### src/rtl/skid_buffer_pkg.sv
// skid_buffer_pkg: state encoding and occupancy constants for the skid buffer
package skid_buffer_pkg;
  typedef enum logic [1:0] {EMPTY = 2'b00, BUSY = 2'b01, FULL = 2'b10} state_t;
  localparam logic [1:0] OCC_EMPTY = 2'd0;
  localparam logic [1:0] OCC_BUSY = 2'd1;
  localparam logic [1:0] OCC_FULL = 2'd2;
endpackage

### src/rtl/skid_buffer_reg.sv
// skid_buffer_reg: enabled register with synchronous active-high reset
module skid_buffer_reg #(
  parameter int W = 1,
  parameter logic [W-1:0] RST = '0
) (
  input  logic         clk,
  input  logic         rst,
  input  logic         en,
  input  logic [W-1:0] d,
  output logic [W-1:0] q
);
  always_ff @(posedge clk)
    if (rst) q <= RST;
    else if (en) q <= d;
endmodule

### src/rtl/skid_buffer.sv
// skid_buffer: two-entry valid/ready slice; in_rdy and out_vld decode from state flops only
module skid_buffer
  import skid_buffer_pkg::*;
#(
  parameter int W = 32,
  parameter logic [W-1:0] RST = '0
) (
  input  logic         clk,
  input  logic         rst,
  input  logic         in_vld,
  input  logic [W-1:0] in_data,
  output logic         in_rdy,
  output logic         out_vld,
  output logic [W-1:0] out_data,
  input  logic         out_rdy,
  output logic [1:0]   occ
);
  logic [1:0] state_q;
  state_t state, nxt;
  logic [W-1:0] skid, out_nxt;
  logic push, pop, out_en, skid_en;

  assign state = state_t'(state_q);
  assign in_rdy = state != FULL;
  assign out_vld = state != EMPTY;
  assign occ = state == FULL ? OCC_FULL : state == BUSY ? OCC_BUSY : OCC_EMPTY;
  assign push = in_vld & in_rdy;
  assign pop = out_vld & out_rdy;

  always_comb begin
    nxt = EMPTY;
    out_en = 1'b0;
    skid_en = 1'b0;
    out_nxt = in_data;
    case (state)
      EMPTY: begin
        nxt = push ? BUSY : EMPTY;
        out_en = push;
      end
      BUSY: begin
        nxt = push & !pop ? FULL : pop & !push ? EMPTY : BUSY;
        out_en = push & pop;
        skid_en = push & !pop;
      end
      FULL: begin
        nxt = pop ? BUSY : FULL;
        out_en = pop;
        out_nxt = skid;
      end
      default: nxt = EMPTY;
    endcase
  end

  skid_buffer_reg #(.W(2), .RST(EMPTY)) u_state (
    .clk(clk), .rst(rst), .en(1'b1), .d(nxt), .q(state_q)
  );
  skid_buffer_reg #(.W(W), .RST(RST)) u_out (
    .clk(clk), .rst(rst), .en(out_en), .d(out_nxt), .q(out_data)
  );
  skid_buffer_reg #(.W(W), .RST(RST)) u_skid (
    .clk(clk), .rst(rst), .en(skid_en), .d(in_data), .q(skid)
  );
endmodule

### config.mk
export PLATFORM = sky130hd
export DESIGN_NAME = skid_buffer
export DESIGN_NICKNAME = d
export VERILOG_FILES = /design/src/rtl/skid_buffer_pkg.sv /design/src/rtl/skid_buffer_reg.sv /design/src/rtl/skid_buffer.sv
export SDC_FILE = /design/constraint.sdc
export NUM_CORES = 1
export LEC_CHECK = 0
export ABC_AREA = 1
export ABC_CLOCK_PERIOD_IN_PS = 3350
export BUFFER_PORTS_ARGS = -buffer_cell sky130_fd_sc_hd__clkbuf_2
export CAP_MARGIN = 15
export CORE_ASPECT_RATIO = 1.4
export CORE_MARGIN = 1
export CORE_UTILIZATION = 40
export CTS_CLUSTER_DIAMETER = 80
export DETAILED_ROUTE_END_ITERATION = 16
export GPL_TIMING_DRIVEN = 0
export HOLD_SLACK_MARGIN = 0.15
export SLEW_MARGIN = 20
export SYNTH_ARGS = -nofsm -noshare
export SYNTH_HDL_FRONTEND = slang
export SYNTH_HIERARCHICAL = 1
export SYNTH_SLANG_ARGS = --single-unit
export TNS_END_PERCENT = 100
### constraint.sdc
create_clock -name clk -period 3.35 [get_ports clk]
set_input_delay 0.335 -clock clk [delete_from_list [all_inputs] [get_ports clk]]
set_output_delay 0.335 -clock clk [all_outputs]
set_load 0.01 [all_outputs]
# Yosys cells after proc, flatten, opt, wreduce, memory -nomap -nowiden
# Index checks and enable logic that the tools add are counted.
# classes
mux,10
eq_ne,3
reduce_logical,4
bitwise,5
# op_table
op,n
32-bit 2-to-1 mux,1
2-bit 2-to-1 mux,3
2-bit one-hot mux with 3 select lines,1
1-bit AND,5
1-bit 2-to-1 mux,4
1-bit one-hot mux with 3 select lines,1
"2-bit by 1-bit == test with 1-bit output, second input constant",1
"2-bit == test, second input constant",1
1-bit logical NOT,2
2-bit logical NOT,1
"2-bit inequality test, second input constant",1
2-bit nonzero test,1
# word_totals
wordCells,25
out_inout_bits,36
regBits,66

# Longest topological paths before layout
# depth
ltp_word,7
mapped_depth,13

# Cells and area by module
# The synthesis kept the hierarchy.
# by_module_without_submodules
mod,area_per_inst_um2,seq_area_each_um2,cells_per_inst,n_inst
skid_buffer_reg (u_out ...),1338.8,640.6,203,2
skid_buffer,529.3,0.0,126,1
skid_buffer_reg (u_state),81.3,40.0,13,1

# Worst setup path before layout
# No wires, ideal clock.
# synth_path
path_type,flip-flop to flip-flop
from,register u_state.q[1]
to,register u_out.q[10]
path_buffers,3
setup_slack_ns,1.732
synth_period_minus_slack_ns,1.618
stages_incl_launch_ff,12
setup_time_ns,0.113
required_time_ns,3.237
arrival_time_ns,1.505
path_cell_list,dfxtp_1 nand2_4 inv_4 buf_6 nor2_1 ha_1 nand3_1 nand3_1 buf_6 buf_6 nor2_1 nor2_1
# synth_via
elab_chain_len,4
elab_cells_between_ends,10
# synth_rtl
item,line,source
start: declaration,skid_buffer_reg.sv:10,output logic [W-1:0] q
start signal: assignment,skid_buffer_reg.sv:13,if (rst) q <= RST;
start signal: assignment,skid_buffer_reg.sv:14,else if (en) q <= d;
2-bit inequality test / 2-bit nonzero test (equally long branches),"skid_buffer.sv:24, skid_buffer.sv:25",
"1-bit AND, on equally long branches","skid_buffer.sv:27, skid_buffer.sv:28",
1-bit AND,skid_buffer.sv:42,out_en = push & pop;
1-bit one-hot mux with 3 select lines *,skid_buffer.sv:35,case (state)
via out_en,skid_buffer.sv:21,"logic push, pop, out_en, skid_en;"
end signal: assignment,skid_buffer_reg.sv:13,
end signal: assignment,skid_buffer_reg.sv:14,
end: declaration,skid_buffer_reg.sv:10,
# Mark *: on every way through the listed nets, which the timed path passes. The rest lies on a longest branch.
# A chain may end at the register's enable or synchronous reset.

# Worst setup path in the final report
# layout_path
from,register u_state.q[1]
to,register u_out.q[30]
# The elaborated chain is that of the path after synthesis.

==> impl_metrics.xml <==
<?xml version="1.0" encoding="UTF-8"?>
<metrics>
  <group name="drt">
    <metric name="drtIter0Drc" unit="">112</metric>
    <metric name="drtAntennaViolNets" unit="">0</metric>
    <metric name="vias" unit="">3071</metric>
    <metric name="wl_met1" unit="mm">3.48</metric>
    <metric name="avgViaCountPerCell" unit="">4.18</metric>
    <metric name="post_route_drc" unit="">0</metric>
    <metric name="met3_wirelength" unit="um">305</metric>
    <metric name="highest_layer" unit="">met4</metric>
    <metric name="drt_first_pass_iters" unit="">4</metric>
    <metric name="finalWirelength" unit="mm">7.47</metric>
    <metric name="routedWlPerCell" unit="um">10.2</metric>
    <metric name="route.met2.wl" unit="mm">3.47</metric>
  </group>
  <group name="clocking">
    <metric name="postCtsHoldBufs" unit="">0</metric>
    <metric name="cts-resized-gates" unit="">0</metric>
    <metric name="worstSkewPairLatency" unit="ns">0.35</metric>
    <metric name="tritoncts" unit="">done</metric>
    <metric name="clk_pin_slew_worst_paths" unit="ns">0.07</metric>
    <metric name="clkSinkCount" unit="">66</metric>
    <metric name="cts_post_setup_buffers_inserted" unit="">0</metric>
    <metric name="ctsLongestPathBuffers" unit="">2</metric>
    <metric name="tritoncts_buffer_count" unit="">9</metric>
    <metric name="clock_tree.htree_level_count" unit="">3</metric>
    <metric name="clock-root-buffer" unit="">clkbuf_8</metric>
  </group>
  <group name="run">
    <metric name="drv.max_cap_violation_count" unit="">0</metric>
  </group>
  <group name="floorplan">
    <metric name="dieHeight" unit="um">109</metric>
    <metric name="core_region_area" unit="um^2">7850</metric>
    <metric name="initial_core_util" unit="">0.419</metric>
    <metric name="fp.dieArea" unit="um^2">8590</metric>
    <metric name="num_io_pins" unit="">72</metric>
    <metric name="placement_rows" unit="">38</metric>
    <metric name="die_width" unit="um">78.6</metric>
  </group>
  <group name="logic_synthesis">
    <metric name="post_synth.cell_area_avg" unit="um^2">6.03</metric>
    <metric name="synthesis.area" unit="um^2">3290</metric>
    <metric name="synth_seq_area_share" unit="">0.402</metric>
    <metric name="synth.ff_latch_count" unit="">66</metric>
    <metric name="netlist_instances" unit="">545</metric>
    <metric name="muxShareOfSynthArea" unit="">0</metric>
    <metric name="synthesized_area_fraction_occupied_by_adder_cells" unit="">0.00381</metric>
    <metric name="synth-compound-area-share" unit="">0</metric>
    <metric name="ys.warnings.count" unit="">6</metric>
    <metric name="post_synth_xor_area_fraction" unit="">0</metric>
    <metric name="yosys.cell_types.count" unit="">14</metric>
    <metric name="synth_top_family_by_area" unit="">simple AND/OR/NAND/NOR gates</metric>
    <metric name="yosys.area_share.simple" unit="">0.433</metric>
  </group>
  <group name="critical_path">
    <metric name="crit_path_max_fanout" unit="">10</metric>
    <metric name="worstPathArrival" unit="ns">2.20</metric>
    <metric name="critical_path_end_type" unit="">flop</metric>
    <metric name="crit_type" unit="">reg2reg</metric>
    <metric name="cp_data_required_time" unit="ns">3.63</metric>
    <metric name="cp-start-kind" unit="">flop</metric>
  </group>
  <group name="cells_and_area">
    <metric name="multi_input_logic_area" unit="um^2">1450</metric>
    <metric name="number_of_nets_in_the_final_layout" unit="">667</metric>
    <metric name="design_area" unit="um^2">3970</metric>
    <metric name="areaGrowthSynthToFinish" unit="%">20.6</metric>
    <metric name="drive_above_1_share" unit="">0.178</metric>
    <metric name="utilization" unit="">0.505</metric>
    <metric name="antennaDiodeCount" unit="">0</metric>
    <metric name="layout.area.seq" unit="um^2">1320</metric>
    <metric name="fillers" unit="">855</metric>
  </group>
  <group name="sta">
    <metric name="setup_viol" unit="">0</metric>
    <metric name="skew" unit="ns">0.00495</metric>
    <metric name="slew_violations" unit="">0</metric>
    <metric name="final-hold-violation-count" unit="">0</metric>
    <metric name="timing.final.ws_setup" unit="ns">1.43</metric>
    <metric name="period_share" unit="">0.573</metric>
    <metric name="unrepaired_setup_endpoints_after_global_routing" unit="">no</metric>
    <metric name="maxClockFrequency" unit="GHz">0.521</metric>
    <metric name="sum_neg_setup_slack" unit="ns">0</metric>
    <metric name="layout_min_cycle_time" unit="ns">1.92</metric>
  </group>
  <group name="placement">
    <metric name="place_worst_setup_slack" unit="ns">1.47</metric>
    <metric name="gp_congestion" unit="">0.793</metric>
    <metric name="port_buffers" unit="">71</metric>
    <metric name="dp.final_hpwl" unit="mm">5.39</metric>
    <metric name="area_post_placement" unit="um^2">3780</metric>
  </group>
  <group name="hold_path">
    <metric name="min_path_type" unit="">in2reg</metric>
  </group>
  <group name="global_route">
    <metric name="pin_count_of_the_biggest_net_entering_global_routing" unit="">11</metric>
    <metric name="antenna_found_initial" unit="">0</metric>
    <metric name="grt_util_all_layers" unit="">0.187</metric>
    <metric name="grt_overflow" unit="">0</metric>
    <metric name="grt_first_pass_wirelength" unit="mm">12.3</metric>
    <metric name="grt_pass1_vias" unit="">2753</metric>
  </group>
  <group name="power_and_ir_drop">
    <metric name="p_leak" unit="uW">0.00230</metric>
    <metric name="powerDensity" unit="nW/um^2">478</metric>
    <metric name="vdd.ir_drop.worst" unit="V">0.000199</metric>
  </group>
  <group name="outcome">
    <metric name="run_status" unit="">finished clean</metric>
  </group>
</metrics>
## report_power, final
part           total (uW)  switching (uW)  internal (uW)
sequential            872            29.1            843
combinational         366             213            153
clock                 655             297            358
total                1890             539           1350
## flip-flops by register name, indices dropped and copies added, names as in the netlist
signal,cells
u_state/q,2
u_skid/q,32
u_out/q,32
## logic make-up (layout without fill, tap and decap cells)
| family | Yosys count | in the layout |
|---|---|---|
| AND/OR/NAND/NOR | 375 | 375 |
| flip-flops | 66 | 66 |
| buffers and inverters | 102 | 188 |
| adder cells (fa/ha/maj) | 1 | 1 |
| other | 1 | 4 |
## worst paths after layout
kind                  endpoint    startpoint  slack [ns]  cells past startpoint
hold reg to reg     u_out/q[5]    u_out/q[5]        0.47                      2
hold / removal    u_skid/q[28]   in_data[28]        0.27                      5
setup / recovery   u_out/q[30]  u_state/q[1]        1.43                     12
setup reg to reg   u_out/q[30]  u_state/q[1]        1.43                     12
## layout make-up
| type | count | area share |
|---|---|---|
| multi-input combinational | 380 | 0.366 |
| buffer | 26 | 0.0603 |
| clock inverter | 3 | 0.0101 |
| inverter | 76 | 0.0726 |
| tap | 100 | 0.0316 |
| timing repair buffer | 71 | 0.0896 |
| sequential | 66 | 0.333 |
| clock buffer | 12 | 0.0366 |
## cells in the mapped netlist, drive strengths merged
cell | number | area (um^2)
inv | 76 | 288
ha | 1 | 12.5
nand2 | 233 | 882
dfxtp | 66 | 1320
nand3 | 4 | 20.0
conb | 1 | 3.75
nor2 | 137 | 514
buf | 26 | 239
nand3b | 1 | 7.51
## per-stage QoR
stage | hold WS, ns | cells | power, uW
after CTS | 0.257 | 734 | 1920
final | 0.272 | 734 | 1890
after global placement | 0.457 | 719 | 1250
after detailed placement | 0.462 | 719 | 1260
after global routing | 0.275 | 734 | 2010
after floorplan | 0.449 | 548 | 1140
## layout by cell type, fill, tap and decap left out, drive strengths merged
cell / Yosys / routed
nand2: 233 / 233
nor2: 137 / 137
clkbuf: 0 / 83
inv: 76 / 76
dfxtp: 66 / 66
buf: 26 / 26
nand3: 4 / 4
conb: 1 / 4
clkinv: 0 / 2
nand3b: 1 / 1
ha: 1 / 1
bufinv: 0 / 1
## critical path, cell delays in order (launching register included)
cell and delay [ns]:
dfxtp_1 0.49, nand2_4 0.14, inv_4 0.14, buf_6 0.16, nor2_1 0.05, ha_1 0.17
nand3_1 0.08, nand3_1 0.09, buf_6 0.16, buf_6 0.15, nand2_1 0.06, nand2_1 0.04
nor2_1 0.11
## per-layer routing
layer  GRT usage  up-vias
met5           0        -
met4      0.0979        0
met3      0.0460       16
met2       0.316       63
met1       0.218     1280
li1            -     1712
(Power assumes the default switching activity.)
